$ cat config.mk
export PLATFORM = sky130hd
export DESIGN_NAME = keccak_squeeze_serializer
export DESIGN_NICKNAME = d
export VERILOG_FILES = /design/src/rtl/keccak_pkg.sv /design/src/rtl/keccak_word_select.sv /design/src/rtl/keccak_squeeze_serializer.sv
export SDC_FILE = /design/constraint.sdc
export NUM_CORES = 2
export LEC_CHECK = 0
export BUFFER_PORTS_ARGS = -buffer_cell sky130_fd_sc_hd__clkbuf_2
export CAP_MARGIN = 25
export CORE_AREA = 2 2 646 648
export DETAILED_ROUTE_END_ITERATION = 8
export DIE_AREA = 0 0 648 650
export SYNTH_ARGS = -nofsm -noshare
export SYNTH_HDL_FRONTEND = slang
export SYNTH_SLANG_ARGS = --single-unit
$ cat constraint.sdc
create_clock -name clk -period 5.4 [get_ports clk]
set_input_delay 0.54 -clock clk [delete_from_list [all_inputs] [get_ports clk]]
set_output_delay 0.54 -clock clk [all_outputs]
set_load 0.05 [all_outputs]
$ cat src/rtl/keccak_pkg.sv
// Shared types, sizes and mode lookups for the Keccak squeeze-side serializer.
package keccak_pkg;

    localparam int STATE_W        = 1600;
    localparam int RATE_MAX       = 1344;
    localparam int WORD_W         = 32;
    localparam int D_W            = 11;
    localparam int RATE_WORDS_MAX = RATE_MAX / WORD_W;

    typedef enum logic [2:0] {
        CM_SHA3_224 = 3'd0,
        CM_SHA3_256 = 3'd1,
        CM_SHA3_384 = 3'd2,
        CM_SHA3_512 = 3'd3,
        CM_SHAKE128 = 3'd4,
        CM_SHAKE256 = 3'd5
    } cmode_e;

    localparam logic [5:0] SHA3_224_NO = 6'd7;
    localparam logic [5:0] SHA3_256_NO = 6'd8;
    localparam logic [5:0] SHA3_384_NO = 6'd12;
    localparam logic [5:0] SHA3_512_NO = 6'd16;

    typedef enum logic [2:0] {
        ST_IDLE     = 3'd0,
        ST_LEAD     = 3'd1,
        ST_STREAM   = 3'd2,
        ST_SQZ_WAIT = 3'd3,
        ST_DONE     = 3'd4
    } sqz_state_e;

    // Rate in 32-bit words. Invalid modes never stream, so any non-zero value is safe there.
    function automatic logic [5:0] rate_words(input logic [2:0] cm);
        logic [5:0] r;
        case (cm)
            CM_SHA3_224: r = 6'd36;
            CM_SHA3_256: r = 6'd34;
            CM_SHA3_384: r = 6'd26;
            CM_SHA3_512: r = 6'd18;
            CM_SHAKE128: r = 6'd42;
            CM_SHAKE256: r = 6'd34;
            default:     r = 6'd42;
        endcase
        return r;
    endfunction

    // Digest length in 32-bit words; SHAKE truncates d to whole words.
    function automatic logic [5:0] n_words(input logic [2:0] cm, input logic [D_W-1:0] dd);
        logic [5:0] n;
        case (cm)
            CM_SHA3_224: n = SHA3_224_NO;
            CM_SHA3_256: n = SHA3_256_NO;
            CM_SHA3_384: n = SHA3_384_NO;
            CM_SHA3_512: n = SHA3_512_NO;
            CM_SHAKE128,
            CM_SHAKE256: n = 6'(dd >> 5);
            default:     n = 6'd0;
        endcase
        return n;
    endfunction

endpackage

$ cat src/rtl/keccak_word_select.sv
// Picks word word_idx out of the latched rate bits and byte-swaps it so that
// the lowest-addressed byte lands in the most significant position.
module keccak_word_select
    import keccak_pkg::*;
(
    input  logic [RATE_MAX-1:0] rate_i,
    input  logic [5:0]          word_idx,
    output logic [WORD_W-1:0]   word_o
);

    logic [WORD_W-1:0] raw;

    // Decoded mux; indices beyond the rate return zero instead of reading past the vector.
    always_comb begin
        raw = '0;
        for (int w = 0; w < RATE_WORDS_MAX; w++) begin
            if (word_idx == 6'(w)) begin
                raw = rate_i[w*WORD_W +: WORD_W];
            end
        end
    end

    // Byte 4k sits in raw[7:0]; present it in word_o[31:24].
    always_comb begin
        word_o = {raw[7:0], raw[15:8], raw[23:16], raw[31:24]};
    end

endmodule

$ cat src/rtl/keccak_squeeze_serializer.sv
// Squeeze-side output stage: latches the rate part of the permutation result and
// streams the digest as 32-bit words, framed by a lead-in beat and a finish pulse.
// Requests extra permutations when a SHAKE output outruns the rate.
//
// state     | meaning
// IDLE      | waiting for state_vld
// LEAD      | discarded lead-in beat (ready=1, data 0)
// STREAM    | one data word per cycle
// SQZ_WAIT  | squeeze_req issued, waiting for the next state_vld
// DONE      | finish_hash pulse, session closes next cycle
module keccak_squeeze_serializer
    import keccak_pkg::*;
(
    input  logic                clk,
    input  logic                rst_n,
    input  logic [2:0]          cmode,
    input  logic [D_W-1:0]      d,
    input  logic [STATE_W-1:0]  state_i,
    input  logic                state_vld,
    output logic                squeeze_req,
    output logic                busy,
    output logic                wr_en,
    output logic                ready,
    output logic [WORD_W-1:0]   dt_o_hash,
    output logic                finish_hash
);

    sqz_state_e          state_q, state_d;
    logic [2:0]          cmode_q, cmode_d;
    logic [D_W-1:0]      d_q, d_d;
    logic [RATE_MAX-1:0] rate_q, rate_d;
    logic [5:0]          word_idx_q, word_idx_d;
    logic [5:0]          total_q, total_d;

    logic                squeeze_req_q, squeeze_req_d;
    logic                busy_q, busy_d;
    logic                wr_en_q, wr_en_d;
    logic                ready_q, ready_d;
    logic [WORD_W-1:0]   dt_q, dt_d;
    logic                finish_q, finish_d;

    logic [5:0]          n_lat;
    logic [5:0]          r_lat;
    logic [WORD_W-1:0]   sel_word;
    logic                unused_state_hi;

    // Capacity bits are never output.
    assign unused_state_hi = ^state_i[STATE_W-1:RATE_MAX];

    assign n_lat = n_words(cmode_q, d_q);
    assign r_lat = rate_words(cmode_q);

    // Word for the coming cycle, taken from the next-state rate so a relatch is visible immediately.
    keccak_word_select u_word_select (
        .rate_i   (rate_d),
        .word_idx (word_idx_d),
        .word_o   (sel_word)
    );

    // Next-state, counter and latch logic.
    always_comb begin
        state_d    = state_q;
        cmode_d    = cmode_q;
        d_d        = d_q;
        rate_d     = rate_q;
        word_idx_d = word_idx_q;
        total_d    = total_q;
        case (state_q)
            ST_IDLE: begin
                if (state_vld) begin
                    cmode_d    = cmode;
                    d_d        = d;
                    rate_d     = state_i[RATE_MAX-1:0];
                    word_idx_d = '0;
                    total_d    = '0;
                    state_d    = (n_words(cmode, d) == 6'd0) ? ST_DONE : ST_LEAD;
                end
            end
            ST_LEAD: begin
                word_idx_d = '0;
                total_d    = '0;
                state_d    = ST_STREAM;
            end
            ST_STREAM: begin
                total_d = total_q + 6'd1;
                if (total_q == n_lat - 6'd1) begin
                    state_d = ST_DONE;
                end else if (word_idx_q == r_lat - 6'd1) begin
                    state_d = ST_SQZ_WAIT;
                end else begin
                    word_idx_d = word_idx_q + 6'd1;
                end
            end
            ST_SQZ_WAIT: begin
                if (state_vld) begin
                    rate_d     = state_i[RATE_MAX-1:0];
                    word_idx_d = '0;
                    state_d    = ST_STREAM;
                end
            end
            ST_DONE: begin
                state_d = ST_IDLE;
            end
            default: begin
                state_d = ST_IDLE;
            end
        endcase
    end

    // Outputs are decoded from the next state so they register alongside it.
    always_comb begin
        busy_d        = (state_d != ST_IDLE);
        wr_en_d       = (state_d != ST_IDLE);
        ready_d       = (state_d == ST_LEAD) || (state_d == ST_STREAM);
        dt_d          = (state_d == ST_STREAM) ? sel_word : '0;
        finish_d      = (state_d == ST_DONE);
        squeeze_req_d = (state_q == ST_STREAM) && (state_d == ST_SQZ_WAIT);
    end

    // State, latched copies, counters and registered outputs.
    always_ff @(posedge clk or negedge rst_n) begin
        if (!rst_n) begin
            state_q       <= ST_IDLE;
            cmode_q       <= '0;
            d_q           <= '0;
            rate_q        <= '0;
            word_idx_q    <= '0;
            total_q       <= '0;
            squeeze_req_q <= 1'b0;
            busy_q        <= 1'b0;
            wr_en_q       <= 1'b0;
            ready_q       <= 1'b0;
            dt_q          <= '0;
            finish_q      <= 1'b0;
        end else begin
            state_q       <= state_d;
            cmode_q       <= cmode_d;
            d_q           <= d_d;
            rate_q        <= rate_d;
            word_idx_q    <= word_idx_d;
            total_q       <= total_d;
            squeeze_req_q <= squeeze_req_d;
            busy_q        <= busy_d;
            wr_en_q       <= wr_en_d;
            ready_q       <= ready_d;
            dt_q          <= dt_d;
            finish_q      <= finish_d;
        end
    end

    assign squeeze_req = squeeze_req_q;
    assign busy        = busy_q;
    assign wr_en       = wr_en_q;
    assign ready       = ready_q;
    assign dt_o_hash   = dt_q;
    assign finish_hash = finish_q;

endmodule

=== Yosys cells after proc, flatten, opt, wreduce, memory -nomap -nowiden ===
Index checks and enable logic that the tools add are counted.

* Add/sub/neg operators: 4
* Eq/ne operators: 61
* Multiplexer cells: 62
* Reduce and logical (&&, ||, !) cells: 15

{| class="wikitable"
|+ Operators by type and width
! operator !! count
|-
| $mux W1344 || 2
|-
| $mux W32 || 43
|-
| $eq A6 B5 Y1 const B || 16
|-
| $eq A6 B6 Y1 const B || 10
|-
| $pmux W6 S5 || 2
|-
| $eq A6 B4 Y1 const B || 8
|-
| $mux W6 || 6
|-
| $pmux W6 S3 || 2
|-
| $eq A3 B2 Y1 const B || 8
|-
| $eq A6 B3 Y1 const B || 4
|-
| $pmux W6 S4 || 1
|-
| $eq A3 B3 Y1 const B || 5
|-
| $mux W3 || 5
|-
| $add A6 B1 Y6 const B || 2
|-
| $eq A3 B1 Y1 const B || 4
|-
| $eq A6 B2 Y1 const B || 2
|-
| $eq A6 B6 Y1 || 2
|-
| $logic_not A6 Y1 || 2
|-
| $pmux W3 S4 || 1
|-
| $sub A6 B1 Y6 const B || 2
|-
| $logic_not A3 Y1 || 3
|-
| $reduce_or A2 Y1 || 4
|-
| $eq A6 B1 Y1 const B || 1
|-
| $reduce_bool A3 Y1 || 2
|-
| other kinds (4) || 5
|}

* Register bits: 1,409
* Bits of input ports: 1,617
* Output and inout port bits: 37
* Logic and storage cells: 153

=== Depth between registers and ports, before layout ===
* Depth after elaboration: 52
* Depth in mapped cells: 21
* Mapped depth without buffers: 16

=== Modules after synthesis ===
From an unflattened synthesis, not the netlist that was laid out.

* Cell total of the unflattened synthesis: 4,976
* Area total of the unflattened synthesis: 64,508.1 um^2

{| class="wikitable"
|+ By module, submodules not included
! module !! times used !! cells each !! area each (um^2) !! seq. area each (um^2)
|-
| keccak_squeeze_serializer || 1 || 3,091 || 52,226.3 || 35,133.7
|-
| keccak_word_select || 1 || 1,885 || 12,281.8 || 0.0
|}

=== Worst setup path after synthesis ===
OpenSTA, ideal clock, no wires.

* Path type: register to register
* Start: reg cmode_q[2]
* End: reg dt_q[15], in the netlist dt_o_hash[15]
* Setup time: 0.136 ns
* Data arrival time: 4.256 ns
* Required time: 5.264 ns
* Setup slack: 1.008 ns
* Stages on the path, launching flop included: 19
* Path buffers: 4
* Period minus slack after synthesis: 4.392 ns
* Cells stage by stage: dfrtp_1 > clkbuf_1 > nand2_1 > a21o_1 > ha_1 > a21boi_2 > xnor3_1 > or4_1 > buf_4 > a22o_1 > buf_2 > nor2_4 > buf_2 > mux2i_1 > a2111oi_0 > a2111oi_0 > nand4_1 > nor4_1 > nor3_1

* Longest elaborated chain between the ends: 52
* Elaborated cells between the ends (all ways): 106
* Classes of those cells: 2 x add/sub; 49 x eq/ne; 51 x mux; 4 x reduce/logical

{| class="wikitable"
|+ RTL lines
! item !! line !! RTL
|-
| start: declaration || keccak_squeeze_serializer.sv:29 || <nowiki>logic [2:0] cmode_q, cmode_d;</nowiki>
|-
| start signal: assignment || keccak_squeeze_serializer.sv:137 || <nowiki>cmode_q <= cmode_d;</nowiki>
|-
| $eq A3 B3 Y1 or $eq A3 B1 Y1 (tied branches) || keccak_pkg.sv:35, keccak_pkg.sv:50 ||
|-
| $reduce_or A2 Y1 (no line) || - ||
|-
| $pmux W6 S4 || keccak_pkg.sv:35 || <nowiki>case (cm)</nowiki>
|-
| $sub A6 B1 Y6 || keccak_squeeze_serializer.sv:88 || <nowiki>end else if (word_idx_q == r_lat - 6'd1) begin</nowiki>
|-
| $eq A6 B6 Y1 || keccak_squeeze_serializer.sv:88 ||
|-
| $mux W6 || keccak_squeeze_serializer.sv:88 ||
|-
| $mux W6 || keccak_squeeze_serializer.sv:86 || <nowiki>if (total_q == n_lat - 6'd1) begin</nowiki>
|-
| $pmux W6 S3 || keccak_squeeze_serializer.sv:68 || <nowiki>case (state_q)</nowiki>
|-
| $logic_not A6 Y1 || keccak_word_select.sv:17 || <nowiki>if (word_idx == 6'(w)) begin</nowiki>
|-
| $mux W32 (42 in series) || keccak_word_select.sv:17 ||
|-
| $mux W32 * || keccak_squeeze_serializer.sv:115 || <nowiki>dt_d = (state_d == ST_STREAM) ? sel_word : '0;</nowiki>
|-
| via dt_d[15] || keccak_squeeze_serializer.sv:39 || <nowiki>logic [WORD_W-1:0] dt_q, dt_d;</nowiki>
|-
| end signal: assignment || keccak_squeeze_serializer.sv:146 || <nowiki>dt_q <= dt_d;</nowiki>
|-
| end: declaration || keccak_squeeze_serializer.sv:39 ||
|}

The timed path passes the listed nets; every way through them passes the cells marked *.
A chain may end at the register's enable or synchronous reset.

=== Final worst setup path ===
* Start: reg cmode_q[0]
* End: reg dt_q[24], in the netlist dt_o_hash[24]

The elaborated chain is that of the path after synthesis.

==> results.py <==
metrics = {
    "run_status": {
        "status": "complete, no violations",
    },
    "worst_setup_path": {
        "worstPathRequired_ps": 6160,
        "cp_max_fo": 10,
        "worst-endpoint-arrival_ps": 6120,
        "start_kind": "flop",
        "setup.worst_path.class": "flop to flop",
        "endpoint_kind": "flop",
    },
    "yosys": {
        "synthDominantCellAreaShare_pct": 55.5,
        "ys_seq_area_share_pct": 55.5,
        "synth_area_leaders": "dfrtp_1 55%, mux2_2 24%, nor3b_1 2.6%",
        "synth_top_area_cell": "dfrtp_1",
        "synth-seq-cells": 1404,
        "synth-edff-count": 0,
        "yosysWarningCount": 0,
        "syn_area_per_cell_um2": 13.2,
        "synth.distinct_cells": 88,
        "synth_area_mm2": 0.0633,
        "synthFlopType": "dfrtp_1",
        "async_flop_share_pct": 100,
        "postSynthCellCount": 4790,
        "syn-num-nets": 6411,
    },
    "worst_hold_path": {
        "hp-class": "input port to flop",
    },
    "finish": {
        "ff_latch_area_mm2": 0.0351,
        "nNetsFinal": 9701,
        "fillCellCount": 43000,
        "drive_gt1_share_pct": 47.9,
        "area_delta_synth_final_pct": 65.3,
        "final_cell_mix": "1404 x dfrtp_1, 1391 x clkbuf_2, 1353 x dlygate4sd3_1, 1339 x mux2_2, 557 x buf_4",
        "multi_input_area_mm2": 0.0279,
        "final_common_cell": "dfrtp_1",
        "instances_no_fill": 13900,
    },
    "floorplan": {
        "core_area_mm2": 0.415,
        "ios": 1654,
        "dieWidth_um": 648,
        "die_h_um": 650,
        "die_area_mm2": 0.421,
        "initial_core_util_pct": 15.3,
        "rows": 237,
    },
    "sta": {
        "drv_slew": 0,
        "layout_min_cycle_time_ps": 5350,
        "hold-worst-slack_ps": 124,
        "relSlewSlack_pct": 34.0,
        "fin_crit_sh_pct": 99.2,
        "worst_pin_slew_ps": 965,
        "hold_violations": 0,
        "fin_ws_ps": 45.3,
        "fmax_mhz": 187,
        "setup_viol": 0,
        "clock_skew_ps": 147,
        "finalSetupTns_ps": 0,
    },
    "global_route": {
        "grt_pass1_wl_um": 561000,
        "antenna_found_initial": 337,
        "use_met3_pct": 5.29,
        "met1_usage_pct": 23.1,
        "overflow": 0,
        "top_usage_layer": "met2",
        "grt_max_degree": 149,
        "grt_usage_pct": 19.9,
        "grt.met2_usage_pct": 33.2,
        "grt_pass1_vias": 61000,
    },
    "pwr": {
        "vdd_drop_max_uv": 548,
        "p_sw_uw": 29600,
        "clockPowerShare_pct": 18.4,
        "p_leak_uw": 0.0436,
        "swShare_pct": 42.7,
        "power_density_mw_per_mm2": 664,
        "pwr-share-seq_pct": 25.2,
        "power_frac_comb_pct": 56.4,
        "p_int_uw": 39900,
        "power_uw": 69500,
    },
    "placed_design": {
        "hpwl_um": 352000,
        "globalplace.congestion": 0.930,
        "dp_cells": 12000,
        "port_buffers": 1392,
        "pre_cts_ws_ps": -585,
    },
    "drt": {
        "wl_per_cell_um": 31.3,
        "drtPass1Iterations": 8,
        "first_iter_violations": 4916,
        "vias": 59300,
        "drc": 0,
        "postRouteAntennaNets": 0,
        "drt-vias-per-instance": 4.25,
        "drt_wl_total_um": 437000,
    },
    "run": {
        "maxCapViolations": 0,
    },
    "clock_tree": {
        "clockBufferDepth": 4,
        "clock_latency_ps": 980,
        "clk_pin_slew_ps": 60,
        "cts_tree": "yes",
        "cts_htree_levels": 4,
        "cts_buffers": 177,
        "clock-sinks": 1404,
        "cts-root-buf": "clkbuf_16",
    },
}
-- repair_timing --
item,in CTS,in global routing
hold endpoints to repair,1460,0
pin swaps,31,49
setup buffers,38,31
resized for setup,55,110
setup endpoints to repair,31,30
hold buffers,1353,0
cloned,1,3
-- state kept, by name, indices dropped and copies added, names as in the netlist --
register     count
dt_o_hash       32
wr_en            1
finish_hash      1
state_q          3
rate_q        1344
ready            1
total_q          6
word_idx_q       6
d_q              6
squeeze_req      1
cmode_q          3
-- through the flow --
stage	cell area, µm²	utilization, %
6_report	105000	25.2
5_1_grt	104000	25.2
4_1_cts	103000	24.9
3_5_place_dp	82700	19.9
3_3_place_gp	82700	19.9
2_1_floorplan	63300	-
-- kinds of logic after synthesis --
| logic type | Yosys count | share of synthesized area (%) |
|---|---|---|
| xor+xnor | 13 | 0.202 |
| buf+inv | 394 | 2.59 |
| fa+ha+maj | 4 | 0.0790 |
| compound gates | 660 | 8.56 |
| flops | 1404 | 55.5 |
| mux | 1400 | 24.8 |
| simple gates | 915 | 8.30 |
-- worst paths after layout --
kind | from | to | slack, ps | depth (start not counted)
min in group asynchronous | rst_n | rate_q[242] | 250 | 2
min | state_i[302] | rate_q[302] | 120 | 2
max | cmode_q[0] | dt_o_hash[24] | 50 | 20
max in group asynchronous | rst_n | rate_q[1157] | 3600 | 4
min reg2reg | rate_q[450] | rate_q[450] | 490 | 2
max reg2reg | cmode_q[0] | dt_o_hash[24] | 50 | 20
-- power groups by stage --
stage | clock network (µW) | registers [µW] | logic [µW]
2_1_floorplan | 0 | 17400 | 17500
3_3_place_gp | 0 | 17400 | 36400
3_5_place_dp | 0 | 17600 | 36600
4_1_cts | 13100 | 17400 | 38200
5_1_grt | 13500 | 18000 | 41000
6_report | 12800 | 17500 | 39200
-- critical path, stage by stage, from the launching register on --
cell       delay (ps)
dfrtp_1           360
or2_2             320
a21o_1            200
ha_4              160
a21boi_2          150
xnor3_1           360
or4_4             560
buf_12            170
a22o_2            270
nor2_4            240
buf_12            200
buf_12            170
nand4_4           120
buf_4             210
buf_12            170
buf_4             180
nor3b_2           270
a2111oi_0         130
o211ai_1          630
nor4_1             90
nor3_1            190
-- cell type report --
| cell class | instances | area share [%] |
|---|---|---|
| flip-flops and latches | 1404 | 33.6 |
| multi-input cells | 2992 | 26.6 |
| clock inverters | 77 | 1.13 |
| clock buffers | 236 | 4.72 |
| well taps | 5497 | 6.57 |
| inverters | 32 | 0.116 |
| repair buffers | 3473 | 26.7 |
| diodes | 223 | 0.533 |
-- synthesized netlist by cell type, drive strengths merged, types with 4 or more instances --
cell	number
o32ai	12
buf	140
xor2	7
a21o	5
mux2i	61
and2	6
mux2	1339
o211ai	36
nand2	147
inv	32
nor4	62
a221oi	63
a211o	4
nand3	17
a211oi	13
and4b	5
nor2b	51
ha	4
a222oi	27
a21oi	23
a32oi	34
o32a	5
o311a	5
a22o	11
o21a	33
a2111oi	126
or2	4
clkbuf	222
o22ai	5
xnor2	5
o2111ai	9
dfrtp	1404
a22oi	189
and3	8
nor2	151
or3	30
nor3	85
o21ai	23
o31ai	6
nand4	90
nand2b	28
nor3b	222
-- layer usage --
metal	routed length (µm)	vias to the layer above
met5	997	-
met4	28800	156
met3	32500	1135
met2	205000	3084
met1	169000	30000
li1	-	24900
Power figures use the tool's default switching activity.
